<file path="src/rtl/main_ctrl_fsm.sv">
// Multicycle main control FSM for the RISC-V core: sequences fetch/decode/
// execute/memory/writeback and drives the datapath mux selects and enables.
module main_ctrl_fsm #(
  parameter int unsigned OPW = 7
) (
  input  logic           clk,
  input  logic           reset_n,
  input  logic [OPW-1:0] op,
  input  logic           zero,
  input  logic           mem_ready,
  output logic [1:0]     alu_src_a,
  output logic [1:0]     alu_src_b,
  output logic [1:0]     result_src,
  output logic           adr_src,
  output logic [1:0]     alu_op,
  output logic           ir_write,
  output logic           pc_write,
  output logic           reg_write,
  output logic           mem_write,
  output logic           illegal_instr
);

  typedef enum logic [3:0] {
    FETCH, DECODE, MEMADR, MEMREAD, MEMWB, MEMWRITE,
    EXECR, EXECI, ALUWB, BEQ, JAL, AUIPC, ILLEGAL
  } state_e;

  localparam logic [OPW-1:0] OP_LW    = OPW'(7'b0000011);
  localparam logic [OPW-1:0] OP_SW    = OPW'(7'b0100011);
  localparam logic [OPW-1:0] OP_R     = OPW'(7'b0110011);
  localparam logic [OPW-1:0] OP_I     = OPW'(7'b0010011);
  localparam logic [OPW-1:0] OP_BEQ   = OPW'(7'b1100011);
  localparam logic [OPW-1:0] OP_JAL   = OPW'(7'b1101111);
  localparam logic [OPW-1:0] OP_AUIPC = OPW'(7'b0010111);

  state_e state_q, state_d;
  logic   pc_update, branch, ir_en;

  always_ff @(posedge clk or negedge reset_n) begin
    if (!reset_n) state_q <= FETCH;
    else          state_q <= state_d;
  end

  always_comb begin
    state_d = state_q;
    case (state_q)
      FETCH:    if (mem_ready) state_d = DECODE;
      DECODE: begin
        if (op == OP_LW || op == OP_SW) state_d = MEMADR;
        else if (op == OP_R)            state_d = EXECR;
        else if (op == OP_I)            state_d = EXECI;
        else if (op == OP_BEQ)          state_d = BEQ;
        else if (op == OP_JAL)          state_d = JAL;
        else if (op == OP_AUIPC)        state_d = AUIPC;
        else                            state_d = ILLEGAL;
      end
      MEMADR:   state_d = (op == OP_LW) ? MEMREAD : MEMWRITE;
      MEMREAD:  if (mem_ready) state_d = MEMWB;
      MEMWB:    state_d = FETCH;
      MEMWRITE: if (mem_ready) state_d = FETCH;
      EXECR:    state_d = ALUWB;
      EXECI:    state_d = ALUWB;
      ALUWB:    state_d = FETCH;
      BEQ:      state_d = FETCH;
      JAL:      state_d = ALUWB;
      AUIPC:    state_d = ALUWB;
      ILLEGAL:  state_d = FETCH;
      default:  state_d = FETCH;
    endcase
  end

  // Outputs decode straight from state_q so an async reset drops them at once.
  always_comb begin
    alu_src_a     = 2'b00;
    alu_src_b     = 2'b00;
    result_src    = 2'b00;
    adr_src       = 1'b0;
    alu_op        = 2'b00;
    reg_write     = 1'b0;
    mem_write     = 1'b0;
    illegal_instr = 1'b0;
    pc_update     = 1'b0;
    branch        = 1'b0;
    ir_en         = 1'b0;
    case (state_q)
      FETCH: begin
        alu_src_b  = 2'b10;
        result_src = 2'b10;
        ir_en      = mem_ready;
        pc_update  = mem_ready;
      end
      DECODE: begin
        alu_src_a = 2'b01;
        alu_src_b = 2'b01;
      end
      MEMADR: begin
        alu_src_a = 2'b10;
        alu_src_b = 2'b01;
      end
      MEMREAD:  adr_src = 1'b1;
      MEMWB: begin
        result_src = 2'b01;
        reg_write  = 1'b1;
      end
      MEMWRITE: begin
        adr_src   = 1'b1;
        mem_write = 1'b1;
      end
      EXECR: begin
        alu_src_a = 2'b10;
        alu_op    = 2'b10;
      end
      EXECI: begin
        alu_src_a = 2'b10;
        alu_src_b = 2'b01;
        alu_op    = 2'b10;
      end
      ALUWB:    reg_write = 1'b1;
      BEQ: begin
        alu_src_a = 2'b10;
        alu_op    = 2'b01;
        branch    = 1'b1;
      end
      JAL: begin
        alu_src_a = 2'b01;
        alu_src_b = 2'b10;
        pc_update = 1'b1;
      end
      AUIPC: begin
        alu_src_a = 2'b01;
        alu_src_b = 2'b01;
      end
      ILLEGAL:  illegal_instr = 1'b1;
      default: ;
    endcase
    ir_write = ir_en & reset_n;
    pc_write = (pc_update | (branch & zero)) & reset_n;
  end

endmodule

</file>
<file path="config.mk">
export PLATFORM = sky130hd
export DESIGN_NAME = main_ctrl_fsm
export DESIGN_NICKNAME = d
export VERILOG_FILES = /design/src/rtl/main_ctrl_fsm.sv
export SDC_FILE = /design/constraint.sdc
export NUM_CORES = 1
export LEC_CHECK = 0
export CAP_MARGIN = 25
export CORE_MARGIN = 1
export CORE_UTILIZATION = 37
export CTS_CLUSTER_DIAMETER = 30
export DETAILED_ROUTE_END_ITERATION = 16
export PLACE_DENSITY = 0.74
export SLEW_MARGIN = 30
export SYNTH_ARGS = -nofsm -noshare
export SYNTH_HDL_FRONTEND = slang
export SYNTH_SLANG_ARGS = --single-unit
export TNS_END_PERCENT = 30
</file>
<file path="constraint.sdc">
create_clock -name clk -period 1.5 [get_ports clk]
set_input_delay 0.375 -clock clk [delete_from_list [all_inputs] [get_ports clk]]
set_output_delay 0.375 -clock clk [all_outputs]
set_load 0.005 [all_outputs]
</file>
==> results of run 1 <==
==> power groups by stage <==
stage          sequential, uW  clock [uW]  combinational, uW
2_1_floorplan             177           0                618
6_report                  205         142               1840
5_1_grt                   210         150               1940
3_3_place_gp              199           0               1210
4_1_cts                   199         133               1600
3_5_place_dp              198           0               1230
==> stage by stage <==
| step | instance area (um^2) | hold slack [ps] | total power (uW) | cells | setup WS [ps] |
|---|---|---|---|---|---|
| after floorplan | 586 | 79.4 | 795 | 86 | -78.3 |
| after global placement | 968 | 611 | 1410 | 140 | -927 |
| after detailed placement | 968 | 610 | 1430 | 140 | -936 |
| after CTS | 1160 | 483 | 1930 | 157 | -381 |
| after global routing | 1210 | 493 | 2300 | 158 | -518 |
| final | 1210 | 473 | 2190 | 158 | -450 |
==> layer usage <==
layer	track usage [%]	vias to the layer above	share of wire, %
met5	0	-	0
met1	30.7	467	34
li1	-	426	-
met4	17.4	0	5.8
met3	5.65	26	7.6
met2	50.9	73	52
==> final timing paths <==
check / start / to / slack [ps] / cells past startpoint
worst max register to register: state_q[3] / state_q[2] / -50 / 7
min in group clk: op[2] / state_q[3] / 580 / 4
worst max-delay path: state_q[3] / pc_write / -450 / 5
worst min-delay path: reset_n / state_q[1] / 470 / 2
worst min register to register: state_q[3] / state_q[0] / 670 / 2
max in group asynchronous: reset_n / state_q[0] / 910 / 2
==> logic make-up (layout without fill, tap and decap cells) <==
kind of cell | count (synthesis) | count (layout)
xor gates and xnor gates | 1 | 1
buffers and inverters | 8 | 65
AOI/OAI and AO/OA | 24 | 24
and+or+nand+nor | 49 | 49
DFF | 4 | 4
==> repair_timing <==
item,CTS,global route
cloned,1,0
buffers inserted,13,7
resized for setup,77,16
hold buffers,0,0
pin swaps,11,17
endpoints found under the setup margin,16,16
==> critical path, stage by stage (launching register included) <==
cell and delay, ps:
sky130_fd_sc_hd__dfrtp_1 400, sky130_fd_sc_hd__or3b_1 410, sky130_fd_sc_hd__a21oi_2 160, sky130_fd_sc_hd__a31oi_2 70, sky130_fd_sc_hd__nor3b_2 170, sky130_fd_sc_hd__buf_2 120
==> placed cells by master, fill, tap and decap left out, drive strengths merged, types with 4 or more instances in the layout <==
| cell type | instances |
|---|---|
| nand2 | 10 |
| nor2 | 9 |
| a21oi | 7 |
| dfrtp | 4 |
| o21ai | 5 |
| nor3 | 4 |
| nand2b | 7 |
| dlymetal6s2s | 6 |
| clkbuf | 4 |
| buf | 48 |
==> final cells by class <==
cell class	instances	share of cell area, %
repair buffers	60	42.3
multi-input cells	74	45.1
inverters	2	0.824
well taps	15	1.54
clock buffers	3	1.85
flip-flops and latches	4	8.34
==> results.ini, run 1 <==
[pwr]
cell_internal_pwr_uw=1240
total_leakage_power_uw=0.000627
switchingPower_uw=944
pwr-share-seq_pct=9.4
clock_power_share_pct=6.5
comb_power_share_pct=84.2
power.switching_fraction_pct=43.1
cellPowerDensity_mw_per_mm2=1800
vdd_ir_drop_max_mv=0.908

[grt]
globalRoute.totalOverflow=0
grt_pass1_vias=933
number_of_antenna_violations_at_the_first_check_in_global_routing=0
global_route.usage.total_pct=28.7
grt_max_degree=12
grt_pass1_wl_um=3930

[route]
detail_route.drc_violations=0
antenna_left=0
detail_route.wirelength_um=2870
vias=992
routed_wire_length_per_instance_um=18.2
detailedRoute.firstPassIterationCount=4
dr.first_iter.drc_count=42
route.detailed.vias_per_inst=6.28

[synthesis]
synth-warning-count=0
synth-seq-area-share_pct=17.2
synth_top_family_by_area=simple AND/OR/NAND/NOR gates
synth_simple_gate_area_share_pct=49.0
synth-seq-cells=4
synth.top_cells.by_count=sky130_fd_sc_hd__nand2_1 (10), sky130_fd_sc_hd__nor2_1 (9), sky130_fd_sc_hd__a21oi_1 (7), sky130_fd_sc_hd__nand2b_1 (7)
ys.flop_type=sky130_fd_sc_hd__dfrtp_1
post-synth-top-count-cell=sky130_fd_sc_hd__nand2_1
count_of_flip_flops_with_a_built_in_enable_after_synthesis=0
synth_xor_area_share_pct=1.51
synth_cell_types=33
synth_compound_area_share_pct=25.8
synthDominantCellAreaShare_pct=17.2
syn_inst=86
yosysTopAreaCell=sky130_fd_sc_hd__dfrtp_1
synthTopCellsByArea=sky130_fd_sc_hd__dfrtp_1 (17%), sky130_fd_sc_hd__nand2b_1 (7.5%), sky130_fd_sc_hd__nand2_1 (6.5%)
postSynthAreaPerCell_um2=6.77
syn-cell-area_um2=582
synth_fp_nets=97
muxShareOfSynthArea_pct=0
ys_async_sr_fraction_pct=100
post_synth_fa_ha_maj_area_fraction_pct=0

[clock_network]
cts-buffers-inserted=3
clockRootBuffer=sky130_fd_sc_hd__clkbuf_4
clock_sink_count=4
tritoncts=done
ctsHtreeMaxLevel=1
clkLatencyLatePin_ps=240
clock_tree.buffer_depth=2
path_clk_slew_ps=40

[critical_path]
crit_path_start_kind=flop
setup.worst_path.class=flop to output port
worstPathMaxFanout=4
worst-endpoint-required_ps=1120
arrival_ps=1570
endpoint_type_of_the_worst_setup_path=output port

[die]
fp.dieArea_mm2=0.00174
die-width_um=41.7
die_h_um=41.7
core_region_area_mm2=0.00138
io_pins=25
initial_utilization_pct=42.1
fp-row-count=13

[sta]
finalSetupViolCount=16
unrepaired_setup_endpoints_after_global_routing=yes
totalNegativeSetupSlack_ps=-3410
timing.final.crit_period_ps=1950
skew_ps=3.78
final.setup.worst_slack_ps=-450
timing.fmax_mhz=513
report.final.slew_viol_count=0
endpoints_failing_hold=0
period_share_pct=130
remaining_max_slew_budget_at_the_tightest_pin_pct=79.9
worst_margin_pin_slew_ps=297

[status]
violations_in_the_final_reports=negative setup slack
status=complete, but fails checks

[final_layout]
final_nets=156
antennaDiodeCount=0
fill_cells=73
syn_to_final_growth_pct=109
post_route_cells_drive_above_1_share_pct=53.1
layout_top_registers=state_q (4)
area.sequential_um2=101
registers.top_by_ff_count=state_q
largest_register_ff_count=4
fin_util_pct=87.9
multi_input_comb_area_um2=548

[place]
place.detailed.hpwl_um=1290
globalplace.congestion=0.892
io_buffer_count=24

[run]
max-cap-violations=0

[worst_hold_path]
worstHoldPathType=primary input to async pin

No activity file was read; power rests on OpenSTA's default activity.
==> run 2: changes to the inputs <==
--- a/config.mk
+++ b/config.mk
@@ -11,7 +11,7 @@
 export CTS_CLUSTER_DIAMETER = 30
 export DETAILED_ROUTE_END_ITERATION = 16
 export PLACE_DENSITY = 0.74
-export SLEW_MARGIN = 30
+export SLEW_MARGIN = 25
 export SYNTH_ARGS = -nofsm -noshare
 export SYNTH_HDL_FRONTEND = slang
 export SYNTH_SLANG_ARGS = --single-unit
==> results of run 2 <==
No change in the layout: final DEF, timing and power equal those of run 1.
==> run 3: changes to the inputs <==
--- a/config.mk
+++ b/config.mk
@@ -11,6 +11,7 @@
 export CTS_CLUSTER_DIAMETER = 30
 export DETAILED_ROUTE_END_ITERATION = 16
 export PLACE_DENSITY = 0.74
+export SKIP_CTS_REPAIR_TIMING = 1
 export SLEW_MARGIN = 25
 export SYNTH_ARGS = -nofsm -noshare
 export SYNTH_HDL_FRONTEND = slang
==> run 3 against run 2 <==
The flow still finishes with violations (negative setup slack). Cell area shrank 4.3%. Sequential cell count is the same. Clock-buffer cell count is the same. Die area is the same. Register-to-register slack gained 20 ps. Final cell count shrank 5.1%. First-iteration DRC count shrank 43%. Routed wire length shrank 26%. Critical path type unchanged. Clock skew grew 2.9 ps. Via count shrank 17%.
==> results.ini, run 3 (synthesis results as in run 1) <==
[status]
status=complete, but fails checks
violations_in_the_final_reports=negative setup slack

[final_layout]
syn_to_final_growth_pct=99.8
final_nets=148  ; -5.1%
largest_register_ff_count=4  ; unchanged
registers.top_by_ff_count=state_q
mostFrequentLayoutCell=sky130_fd_sc_hd__buf_4
layout_top_registers=state_q (4)
antennaDiodeCount=0  ; unchanged
post_route_cells_drive_above_1_share_pct=45.2  ; -8.0 points
fin_util_pct=84.1  ; -3.8 points
mostFrequentLayoutCells=sky130_fd_sc_hd__buf_4 (20), sky130_fd_sc_hd__nand2_1 (10), sky130_fd_sc_hd__clkdlybuf4s50_1 (9)

[die]
die-width_um=41.7  ; unchanged
io_pins=25  ; unchanged
core_region_area_mm2=0.00138  ; unchanged
initial_utilization_pct=42.1  ; unchanged
fp.dieArea_mm2=0.00174  ; unchanged
die_h_um=41.7  ; unchanged
fp-row-count=13  ; unchanged

[critical_path]
endpoint_type_of_the_worst_setup_path=output port
reg2reg_slack_ps=-30  ; +20 ps
worstPathMaxFanout=4  ; unchanged
setup.worst_path.class=flop to output port
crit_path_start_kind=flop
delay_of_the_slowest_cell_on_the_worst_path_ps=420  ; about the same
arrival_ps=1630  ; +60 ps
critical_path_s_slowest_cell=sky130_fd_sc_hd__dfrtp_1
timing.critical_path.cells=buf_6 -> or3b_4 -> a21oi_2 -> a31oi_1 -> nor3b_2 -> buf_2
worst-endpoint-required_ps=1120  ; about the same
rr_worst_depth=6  ; -1

[route]
route.detailed.vias_per_inst=5.51  ; -12%
dr.first_iter.drc_count=24  ; -43%
detailedRoute.firstPassIterationCount=4  ; unchanged
detail_route.wirelength_um=2120  ; -26%
detail_route.drc_violations=0  ; unchanged
vias=827  ; -17%
antenna_left=0  ; unchanged
routed_wire_length_per_instance_um=14.1  ; -22%

[clock_network]
path_clk_slew_ps=40  ; about the same
clockRootBuffer=sky130_fd_sc_hd__clkbuf_4
cts-buffers-inserted=3  ; unchanged
ctsHtreeMaxLevel=1  ; unchanged
clock_tree.buffer_depth=2  ; unchanged
tritoncts=done
clock_sink_count=4  ; unchanged
clkLatencyLatePin_ps=230  ; about the same

[sta]
remaining_max_slew_budget_at_the_tightest_pin_pct=80.1  ; +0.21 points
unrepaired_setup_endpoints_after_global_routing=yes
period_share_pct=134  ; +3.9 points
endpoints_failing_hold=0  ; unchanged
final.setup.worst_slack_ps=-509  ; -58.6 ps
report.final.slew_viol_count=0  ; unchanged
finalSetupViolCount=15  ; -1
timing.fmax_mhz=498  ; -2.9%
worst_margin_pin_slew_ps=294  ; -3.17 ps
timing.final.crit_period_ps=2010  ; +58.6 ps
skew_ps=6.64  ; +2.87 ps

[pwr]
switchingPower_uw=818  ; -13%
power.switching_fraction_pct=41.3  ; -1.9 points
vdd_ir_drop_max_mv=0.804  ; -11%
clock_power_share_pct=6.6  ; about the same
total_leakage_power_uw=0.000576  ; -8.2%
cellPowerDensity_mw_per_mm2=1710  ; -5.3%
pwr-share-seq_pct=12.0  ; +2.6 points
cell_internal_pwr_uw=1170  ; -6.4%
comb_power_share_pct=81.5  ; -2.7 points

[grt]
grt_pass1_wl_um=2860  ; -27%
globalRoute.totalOverflow=0  ; unchanged
grt_pass1_vias=698  ; -25%
number_of_antenna_violations_at_the_first_check_in_global_routing=0  ; unchanged
global_route.usage.total_pct=20.2  ; -8.5 points
grt_max_degree=22  ; +10

[place]
place.detailed.hpwl_um=1290  ; unchanged
globalplace.congestion=0.892  ; unchanged
io_buffer_count=24  ; unchanged
dp_worst_setup_slack_ps=-936  ; unchanged

[run]
max-cap-violations=0  ; unchanged

[worst_hold_path]
worstHoldPathType=primary input to async pin

[run 3: path summary, 6_finish.rpt]
check                                 from          to
worst max register to register  state_q[2]  state_q[2]
min in group clk                     op[0]  state_q[3]
worst max-delay path            state_q[3]    pc_write
worst min register to register  state_q[3]  state_q[0]
worst min-delay path               reset_n  state_q[3]
max in group asynchronous          reset_n  state_q[0]
[run 3: cell type report]
class,count,area [um^2]
repair buffers,52,469
fillers,86,220
multi-input cells,74,543
clock buffers,3,22.5
flip-flops and latches,4,101
inverters,2,7.51
well taps,15,18.8
[run 3: worst max-delay path, delay by kind of cell, from the launching register on]
family	cells	cell delay, ps
flip-flops	1	420
buffers and inverters	2	250
AND/OR/NAND/NOR	2	510
AO/OA/AOI/OAI	2	210
[run 3: through the flow]
stage               TNS, ps  total power, uW  area [um^2]  cells  hold WS (ps)
finish                -3270             1980         1160    150           472
global route          -4130             2120         1160    150           482
CTS                   -8340             1570          991    143           483
detailed placement    -5620             1430          968    140           610
global placement      -5390             1410          968    140           611
floorplan             -78.3              795          586     86          79.4
[run 3: per-layer routing]
metal	GRT usage (%)	wire length, um	vias up
met2	34.7	1130	28
met4	5.81	29	0
met3	2.61	80	4
met5	0	0	-
li1	-	-	412
met1	26.1	875	383
[run 3: power by group through the flow]
stage	Combinational, uW	Clock [uW]	Sequential (uW)
detailed placement	1230	0	198
finish	1620	130	237
global route	1740	136	242
global placement	1210	0	199
floorplan	618	0	177
CTS	1240	133	198
==> RTL change, RTL diff (settings of run 1) <==
`OPW`: 7 -> 8.
--- a/src/rtl/main_ctrl_fsm.sv
+++ b/src/rtl/main_ctrl_fsm.sv
@@ -1,7 +1,7 @@
 // Multicycle main control FSM for the RISC-V core: sequences fetch/decode/
 // execute/memory/writeback and drives the datapath mux selects and enables.
 module main_ctrl_fsm #(
-  parameter int unsigned OPW = 7
+  parameter int unsigned OPW = 8
 ) (
   input  logic           clk,
   input  logic           reset_n,
Ports: changed (resized op); port bits go from 25 to 26. No check against the original RTL was run, so the function may have changed too.
==> RTL change against run 1 <==
The flow still finishes with violations (negative setup slack). Wire length is 12% lower. Total power down 25%. Combinational power shrank 33%. Sequential cell count stayed put. Setup slack worse by 0.21 ns. Design area up 0.31%. Die area grew 2.2%. Final cell count decreased by 1.3%. Area after synthesis is 2.4% higher.
==> RTL change: results (changes against run 1) <==
Status -> finished, violations left (unchanged)
Failing checks -> negative setup slack (unchanged)
Vias in the first global route -> 883 (was 933)
PortBufs -> 25 (was 24)
CTS root buffer -> clkbuf_4 (unchanged)
Compound-cell area share of the yosys netlist -> 0.218 (was 0.258)
H-tree Lvls -> 1 (unchanged)
Mux cell area share after synthesis -> 0 (unchanged)
Routed wire per std cell -> 16.3 µm (was 18.2 µm)
Post-CTS Setup Bufs -> 8 (was 13)
Final layout net count -> 154 (was 156)
Synth warn -> 0 (unchanged)
Total track usage -> 0.292 (was 0.287)
Sequential share of the synthesized area -> 0.168 (was 0.172)
XOR/XNOR Fraction of Synth Area -> 0.0147 (was 0.0151)
Gpl congestion -> 0.819 (was 0.892)
Post-Synth Adder-Cell Area -> 0 (unchanged)
Setup ws final -> -0.656 ns (was -0.450 ns)
Worst-Margin Slew -> 0.318 ns (was 0.297 ns)
Largest net degree at the start of global routing -> 10 (was 12)
Top layer used by detailed routing -> met4 (unchanged)
Post-synth cell types -> 36 (was 33)
Syn nets -> 94 (was 97)
Post-detail-place hpwl -> 1390 µm (was 1290 µm)
Global-route wire length before repair -> 3840 µm (was 3930 µm)
Commonest cells post-synth -> nand2_1 (8), a21oi_1 (6), nand2b_1 (6), nor2_1 (6), dfrtp_1 (4) (was nand2_1 (10), nor2_1 (9), a21oi_1 (7), nand2b_1 (7))
Top Registers -> state_q x4 (unchanged)
Total number of vias -> 906 (was 992)
Top FF cell, synth -> dfrtp_1 (unchanged)
Met3 Usage GRT -> 0.0345 (was 0.0565)
Ys async rst share -> 1.00 (unchanged)
1st-pass router iterations -> 4 (unchanged)
Routed wl met2 -> 1330 µm (was 1500 µm)
Share of layout cells above drive strength 1 -> 0.521 (was 0.531)
Clock latency on the worst-skew pair -> 0.26 ns (was 0.24 ns)
Antenna cells -> 0 (unchanged)
M1 WL -> 933 µm (was 984 µm)
Crit Path Max Fanout -> 3 (was 4)
Clk buf depth -> 2 (unchanged)
Total CTS buffers -> 3 (unchanged)
Final setup fails -> 18 (was 16)
Met3 routed WL -> 184 µm (was 219 µm)
Clock slew at reported path FFs -> 0.05 ns
Worst vdd rail ir drop -> 768 µV (was 908 µV)
Arr. time, crit path -> 1.78 ns (was 1.57 ns)
Routing usage on met2 -> 0.522 (was 0.509)
Largest cells by area after synthesis -> dfrtp_1 (17%), nand2b_1 (6.3%), a21oi_1 (5.0%) (was dfrtp_1 (17%), nand2b_1 (7.5%), nand2_1 (6.5%))
GRT met1 Usage -> 0.309 (was 0.307)
DR iter-0 viols -> 32 (was 42)
Initial antenna violation count -> 0 (unchanged)
Post-CTS Resized -> 62 (was 77)
Clk_skew -> 0.00801 ns (was 0.00378 ns)
Worst min path class -> in2async (unchanged)
Leak -> 0.571 nW (was 0.627 nW)
## RTL change: cells by family (layout without fill, tap and decap cells)
kind of cell | count (synthesis) | count (layout)
simple gates | 48 | 48
flops | 4 | 4
xor+xnor | 1 | 1
buf+inv | 8 | 66
compound gates | 21 | 21
## RTL change: final cells by class
type / instances / area, µm²
Multi-Input combinational cell: 70 / 543
Timing Repair Buffer: 63 / 531
Fill cell: 100 / 288
Sequential cell: 4 / 103
Clock buffer: 3 / 22.5
Tap cell: 16 / 20.0
## RTL change: worst max-delay path, stage by stage (launching register included)
cell     delay, ns
dfrtp_1       0.41
buf_6         0.13
buf_6         0.10
or3b_4        0.36
a21oi_2       0.12
a31oi_1       0.05
nor3b_1       0.19
buf_2         0.14
## RTL change: report_power, final
group,internal [mW],switching [mW]
sequential,0.145,0.0916
combinational,0.737,0.502
clock,0.0909,0.0652
total,0.973,0.658
## RTL change: worst paths after layout
check / cells after the start / from / to / slack (ns)
max: 7 / state_q[1] / pc_write / -0.66
min: 2 / reset_n / state_q[1] / 0.45
max reg2reg: 8 / state_q[1] / state_q[2] / -0.44
min reg2reg: 3 / state_q[3] / state_q[1] / 0.74
max in group asynchronous: 2 / reset_n / state_q[0] / 0.93
min in group clk: 3 / op[5] / state_q[0] / 0.66
## RTL change: stage by stage
stage | worst slack [ns] | cells | cell area [µm²] | setup TNS, ns | power [mW]
global placement | -0.937 | 140 | 1010 | -6.04 | 1.16
finish | -0.656 | 156 | 1220 | -4.58 | 1.63
global route | -0.774 | 156 | 1220 | -5.49 | 1.73
detailed placement | -0.995 | 140 | 1010 | -6.54 | 1.17
floorplan | -0.128 | 82 | 611 | -0.128 | 0.655
CTS | -0.599 | 152 | 1160 | -4.32 | 1.47
